--- config.mk ---
export PLATFORM = sky130hd
export DESIGN_NAME = byte_serializer
export DESIGN_NICKNAME = d
export VERILOG_FILES = /design/src/rtl/ofdm_pkg.sv /design/src/rtl/byte_hold_buf.sv /design/src/rtl/byte_serializer.sv
export SDC_FILE = /design/constraint.sdc
export NUM_CORES = 1
export LEC_CHECK = 0
export BUFFER_PORTS_ARGS = -buffer_cell sky130_fd_sc_hd__buf_2
export CAP_MARGIN = 15
export CORE_MARGIN = 2
export CORE_UTILIZATION = 35
export CTS_BUF_LIST = sky130_fd_sc_hd__clkbuf_4 sky130_fd_sc_hd__clkbuf_8
export DETAILED_ROUTE_END_ITERATION = 10
export SETUP_SLACK_MARGIN = 0.5
export SYNTH_ARGS = -nofsm -noshare
export SYNTH_HDL_FRONTEND = slang
export SYNTH_SLANG_ARGS = --single-unit
--- constraint.sdc ---
create_clock -name clk -period 2.64 [get_ports clk]
set_clock_uncertainty 0.15 [all_clocks]
set_input_delay 0.66 -clock clk [delete_from_list [all_inputs] [get_ports clk]]
set_output_delay 0.66 -clock clk [all_outputs]
set_load 0.01 [all_outputs]
--- src/rtl/ofdm_pkg.sv ---
// Shared definitions for the symbol-path blocks.
//   ser_state_t  : serializer FSM states (IDLE = shifter empty, SHIFT = shifter holds a byte)
//   SYM_W_LEGAL  : bit w is set when w is a legal symbol width (1, 2, 4, 8)
//   sym_w_ok()   : elaboration-time legality test against SYM_W_LEGAL
package ofdm_pkg;

  typedef enum logic {
    IDLE  = 1'b0,
    SHIFT = 1'b1
  } ser_state_t;

  localparam logic [8:0] SYM_W_LEGAL = 9'b1_0001_0110;

  function automatic logic sym_w_ok(input int unsigned w);
    return (w < 9) && SYM_W_LEGAL[w[3:0]];
  endfunction

endpackage

--- src/rtl/byte_hold_buf.sv ---
// One-byte hold buffer in front of the serializer shifter.
//   clk, reset : clock, asynchronous active-high reset
//   load       : capture din and mark valid (wins over clear)
//   clear      : drop the valid flag (byte moved on)
//   din        : byte to capture
//   dout       : held byte
//   valid      : dout holds a byte not yet taken
module byte_hold_buf (
  input  logic       clk,
  input  logic       reset,
  input  logic       load,
  input  logic       clear,
  input  logic [7:0] din,
  output logic [7:0] dout,
  output logic       valid
);

  // load has priority so a drain and refill in the same cycle keeps valid set
  always_ff @(posedge clk or posedge reset) begin
    if (reset) begin
      dout  <= '0;
      valid <= 1'b0;
    end else if (load) begin
      dout  <= din;
      valid <= 1'b1;
    end else if (clear) begin
      valid <= 1'b0;
    end
  end

endmodule

--- src/rtl/byte_serializer.sv ---
// Splits bytes into SYM_W-bit symbols for the mapper, 8/SYM_W symbols per byte.
//   SYM_W     : bits per symbol (1, 2, 4 or 8)
//   MSB_FIRST : 1 = emit from bit 7 downward, 0 = from bit 0 upward
//   clk, reset: clock, asynchronous active-high reset
//   in_data / in_valid / in_ready    : byte input handshake
//   out_sym / out_valid / out_ready  : symbol output handshake
//   out_last  : current symbol is the final one of its byte
//   busy      : a byte is held in the buffer or the shifter
module byte_serializer
  import ofdm_pkg::*;
#(
  parameter int unsigned SYM_W     = 2,
  parameter bit          MSB_FIRST = 1'b1
) (
  input  logic             clk,
  input  logic             reset,
  input  logic [7:0]       in_data,
  input  logic             in_valid,
  output logic             in_ready,
  output logic [SYM_W-1:0] out_sym,
  output logic             out_valid,
  input  logic             out_ready,
  output logic             out_last,
  output logic             busy
);

  localparam int unsigned     NSYM     = 8 / SYM_W;
  localparam int unsigned     CNT_W    = (NSYM > 1) ? $clog2(NSYM) : 1;
  localparam logic [CNT_W-1:0] CNT_LAST = CNT_W'(NSYM - 1);

  if (!sym_w_ok(SYM_W)) begin : g_bad_sym_w
    $error("byte_serializer: SYM_W must be 1, 2, 4 or 8");
  end

  ser_state_t       state, state_d;
  logic [7:0]       sh, sh_d;
  logic [CNT_W-1:0] cnt, cnt_d;

  logic [7:0] buf_data;
  logic       buf_valid;
  logic       load_sh;
  logic       in_hs;
  logic       out_hs;
  logic       at_last;

  assign out_valid = (state == SHIFT);
  assign at_last   = (cnt == CNT_LAST);
  assign out_hs    = out_valid && out_ready;
  assign out_last  = out_valid && at_last;
  assign busy      = buf_valid || out_valid;

  // Buffer moves into the shifter when the shifter is empty or is emitting
  // its final symbol this cycle.
  assign load_sh  = buf_valid && ((state == IDLE) || (out_hs && at_last));
  // Freeing the buffer in the same cycle lets a new byte in without a bubble,
  // at the cost of a combinational out_ready -> in_ready path.
  assign in_ready = !reset && (!buf_valid || load_sh);
  assign in_hs    = in_valid && in_ready;

  assign out_sym = MSB_FIRST ? sh[7 -: SYM_W] : sh[SYM_W-1:0];

  byte_hold_buf u_hold (
    .clk   (clk),
    .reset (reset),
    .load  (in_hs),
    .clear (load_sh),
    .din   (in_data),
    .dout  (buf_data),
    .valid (buf_valid)
  );

  always_comb begin
    state_d = state;
    sh_d    = sh;
    cnt_d   = cnt;
    unique case (state)
      IDLE: begin
        if (buf_valid) begin
          state_d = SHIFT;
          sh_d    = buf_data;
          cnt_d   = '0;
        end
      end
      SHIFT: begin
        if (out_hs) begin
          if (!at_last) begin
            sh_d  = MSB_FIRST ? (sh << SYM_W) : (sh >> SYM_W);
            cnt_d = cnt + 1'b1;
          end else if (buf_valid) begin
            sh_d  = buf_data;
            cnt_d = '0;
          end else begin
            state_d = IDLE;
          end
        end
      end
      default: state_d = IDLE;
    endcase
  end

  always_ff @(posedge clk or posedge reset) begin
    if (reset) begin
      state <= IDLE;
      sh    <= '0;
      cnt   <= '0;
    end else begin
      state <= state_d;
      sh    <= sh_d;
      cnt   <= cnt_d;
    end
  end

endmodule
* Yosys cells after proc, flatten, opt, wreduce, memory -nomap -nowiden
Index checks and enable logic that the tools add are counted.
Storage, ports and cells: output and inout port bits 6, memory bits (read-only) 0, flip-flop bits (word level) 20, bits in latches 0, memories 0, memory bits (writable) 0
Operators by class: bitwise operators 1, shifts and indexed selects 0, $lt $le $gt $ge 0, divide/modulo/power cells 0, reductions and logical operators 12, equality and inequality tests 2, muxes and demuxes 14, multiply operators 0, add/subtract/negate cells 1
Operators with widths (number):
- 8-bit 2-to-1 mux | 3
- 8-bit one-hot mux with 2 select lines | 1
- 1-bit logical AND | 6
- 2-bit 2-to-1 mux | 3
- 1-bit 2-to-1 mux | 5
- 2-bit one-hot mux with 2 select lines | 1
- 1-bit logical OR | 3
- 2-bit by 1-bit adder with 2-bit output (second input constant) | 1
- 2-bit == test (second input constant) | 1
- 1-bit zero test | 2
- 2-bit by 1-bit inequality test with 1-bit output (second input constant) | 1
- 1-bit one-hot mux with 2 select lines | 1
- 2-bit nonzero test | 1
- 1-bit NOT | 1

* Longest topological paths before layout
depth in word-level cells 8, depth in mapped cells 5

* By module
Synthesis repeated with hierarchy kept, for this count alone.
Second synthesis, totals: cells, all modules 70, area total of the unflattened synthesis 930.9 um^2
By module, submodules not included:
- byte_serializer | times used 1, cells each 49, sequential area each 275.3 um^2, area an instance 558.0 um^2
- byte_hold_buf | times used 1, cells each 21, sequential area each 225.2 um^2, area an instance 372.9 um^2

* Worst setup path before layout
No wires, ideal clock.
path type input port to output port, start in out_ready, end out in_ready, setup slack 0.833 ns, stages 2, required time 1.830 ns, arrival 0.997 ns, buffers on the path 0, path through a21boi_4 a21oi_1
Between the ends: word-level cells in the longest chain between the ends 6
Ends and longest elaborated chain:
- start: declaration | line byte_serializer.sv:22 | input logic out_ready,
- 1-bit logical AND | line byte_serializer.sv:48 | assign out_hs = out_valid && out_ready;
- 1-bit logical AND | line byte_serializer.sv:54 | assign load_sh = buf_valid && ((state == IDLE) || (out_hs && at_last));
- 1-bit logical OR | line byte_serializer.sv:54
- 1-bit logical AND | line byte_serializer.sv:54
- 1-bit logical OR | line byte_serializer.sv:57 | assign in_ready = !reset && (!buf_valid || load_sh);
- 1-bit logical AND | line byte_serializer.sv:57
- end: declaration | line byte_serializer.sv:19 | output logic in_ready,
Every way passes these cells.

* Worst setup path after layout
start reg cnt[1], end out in_ready
Between the ends: word-level cells in the longest chain between the ends 6
Ends and longest elaborated chain:
- start: declaration | line byte_serializer.sv:37 | logic [CNT_W-1:0] cnt, cnt_d;
- start signal: assignment | line byte_serializer.sv:109 | cnt <= cnt_d;
- 2-bit == test | line byte_serializer.sv:47 | assign at_last = (cnt == CNT_LAST);
- 1-bit logical AND | line byte_serializer.sv:54
- 1-bit logical OR | line byte_serializer.sv:54
- 1-bit logical AND | line byte_serializer.sv:54
- 1-bit logical OR | line byte_serializer.sv:57
- 1-bit logical AND | line byte_serializer.sv:57
Every way passes these cells.

==> results.tsv <==
metric	value	unit
peak supply drop	0.530	mV
post-synthesis net count	90	
number of diodes	0	
vias in the first global route	579	
Yosys cell types	23	
total clock sinks	20	
Final GP Congestion	0.645	
vias	614	
clk_lat worst skew	0.30	ns
PwrDens	1030	nW/µm²
DRT Pass-1 Iters	4	
Leakage Power	0.556	nW
hold crit path type	primary input to asynchronous set/reset pin	
Tot GR Track Use	10.7	%
Crit path required time	1.83	ns
final worst slack	0.568	ns
Multi-input gate area	382	µm²
FF-to-FF Start	cnt[1]$_DFFE_PP0P_	
CTS clk-pin slew, worst paths	0.11	ns
Routed WL	1550	µm
Synth area leaders	dfrtp_1 (53%), a221oi_2 (9.5%), mux2_2 (9.5%)	
Seq. cell area	500	µm²
CP max-delay cell	dfrtp_1	
unrepaired setup endpoints after global routing	no	
crit start category	register	
crit path cell chain	ha_4 -> a21boi_4 -> a21oi_2 -> buf_2	
GR met1 Demand/Resource	14.6	%
synthesized instance count	77	
DR DRC count	0	
CP endpoint kind	output pin	
GR Util met3	4.42	%
R2R setup slack	0.80	ns
worst-margin pin slew	0.733	ns
crit path capture	in_ready	
slew margin rel.	51.1	%
Root Driver	clkbuf_4	
#FFs+latches synth	20	
total CTS buffers	3	
final setup TNS	0	ns
H-tree level count	1	
IO Port Bufs	17	
Die Area	3140	µm²
Ports	18	
die width	56.1	µm
Top Family by Delay on Critical Path	flip-flops	
synthesized area per cell	12.3	µm²
share of cells above drive strength 1	51.0	%
Yosys warning total	0	
max-cap viol count	0	
Iter 0 DRT Violations	17	
Starting Density	37.6	%
first-pass GRT wire length	2630	µm
Die H	56.1	µm
Crit Path Class	register to output pin	
CP Buf/Inv Count	1	
CP Data Arrival Time	1.26	ns
ANT nets after route	0	
CTS tree	built	
total gr overflow	0	
Crit. path cell count	4	
# rows	18	
Tmin final	2.07	ns
final slew viol count	0	
initial antenna violation count	0	
Yosys top cell area share	52.8	%
most used routing layer	met2	
Final Hold Viols	0	
Fillers	249	
CP Max Fanout	4	
Critical Path Start	cnt[1]$_DFFE_PP0P_	
reg-to-reg endpoint	u_hold.dout[3]$_DFFE_PP0P_	
Hold Buf Count CTS	0	
core area	2520	µm²
Max Fclk	483	MHz
post-synthesis instance area	948	µm²
post-synth top area cell	dfrtp_1	
met2 Track Usage GR	16.1	%
Post-Place Cells	120	
pre-CTS WS	0.565	ns
Post-Layout Cell Count	128	
outcome	finished, final reports clean	
cells on worst reg2reg path	6	
DR WL/cell	12.1	µm
deepest clock path buffer count	2	
final worst-path cycle share	78.5	%
area delta synth->final	18.5	%
sequential fraction of the synthesis area	52.8	%
dpl hpwl	1100	µm
# nets final	112	
final setup violation count	0	
largest net degree at the start of global routing	21	
max incr delay on CP	0.42	ns
vias per cell	4.80	
## synthesized netlist by cell type
library cell,n
nor2b_1,1
a22o_2,2
a32o_1,1
o22ai_2,1
a21o_1,1
nand3b_1,1
buf_4,2
or2_2,2
a21oi_1,1
ha_1,1
mux2_2,8
dfrtp_1,20
nand2_1,2
a221oi_2,6
a21boi_4,1
inv_1,14
clkbuf_1,1
a21oi_4,1
nor2b_2,1
nor2_1,7
and2_2,1
nand2b_1,1
buf_6,1
## registers in the layout, indices dropped and copies added, names as in the netlist
signal / count
u_hold.dout: 8
cnt: 2
u_hold.valid: 1
out_valid: 1
sh: 8
## layout make-up
class | instances | share of cell area (%)
multi-input combinational | 39 | 34.0
tap | 30 | 3.34
clock buffer | 4 | 3.23
timing repair buffer | 21 | 10.2
sequential | 20 | 44.5
inverter | 14 | 4.68
## worst min-delay path by stage
stage / from / end / slack (ns) / cells past startpoint
final: reset / sh[2]$_DFFE_PP0P_ / 0.34 / 2
after global routing: u_hold.dout[3]$_DFFE_PP0P_ / u_hold.dout[3]$_DFFE_PP0P_ / 0.39 / 1
after CTS: reset / u_hold.dout[5]$_DFFE_PP0P_ / 0.35 / 2
after detailed placement: u_hold.dout[0]$_DFFE_PP0P_ / sh[0]$_DFFE_PP0P_ / 0.35 / 1
after global placement: sh[0]$_DFFE_PP0P_ / sh[0]$_DFFE_PP0P_ / 0.34 / 1
after floorplan: cnt[1]$_DFFE_PP0P_ / cnt[1]$_DFFE_PP0P_ / 0.32 / 1
## metal layers
metal,vias up,routed length (µm)
li1,300,-
met1,294,708
met2,20,741
met3,0,100
met4,0,0
met5,-,0
## through the flow
stage / hold WS, ns / area (µm²) / power (mW) / util, %
after CTS: 0.354 / 1090 / 1.15 / 43.4
after detailed placement: 0.346 / 1040 / 0.946 / 41.3
final: 0.341 / 1120 / 1.16 / 44.5
after floorplan: 0.320 / 948 / 0.876 / -
after global placement: 0.339 / 1040 / 0.925 / 41.3
after global routing: 0.390 / 1120 / 1.26 / 44.5
## cell usage in the layout (no fill, tap or decap)
master    synthesis  final
a32o_1            1      1
clkbuf_8          0      1
inv_1            14     14
buf_4             2      4
o22ai_2           1      1
nor2b_2           1      1
a22o_2            2      2
and2_2            1      1
ha_4              0      1
a21oi_2           0      1
nand2b_1          1      1
clkbuf_4          0      3
mux2_2            8      8
buf_2             0     17
dfrtp_1          20     20
a21o_1            1      1
or2_2             2      2
nor2b_1           1      1
a221oi_2          6      6
a21boi_4          1      1
nand2_1           2      2
nor2_1            7      7
nand3b_1          1      1
a21oi_4           1      1
## cells by family (layout without fill, tap and decap cells)
logic type	after synthesis	after routing	share of synthesized area, %
flip-flops	20	20	52.8
buffers and inverters	18	39	8.71
AND/OR/NAND/NOR	16	16	8.71
AO/OA/AOI/OAI	14	14	19.0
multiplexers	8	8	9.50
adder cells (fa/ha/maj)	1	1	1.32
## timing repair
item / CTS / global route
buffers inserted: 2 / 2
endpoints found under the hold margin: 0 / 0
endpoints found under the setup margin: 1 / 1
pin swaps: 1 / 3
resized for setup: 1 / 2
## report_power, final
group	internal (mW)	switching (mW)
Clock	0.0841	0.0893
Combinational	0.243	0.202
Sequential	0.447	0.0923
Total	0.773	0.383
No activity file was read; power rests on OpenSTA's default activity.
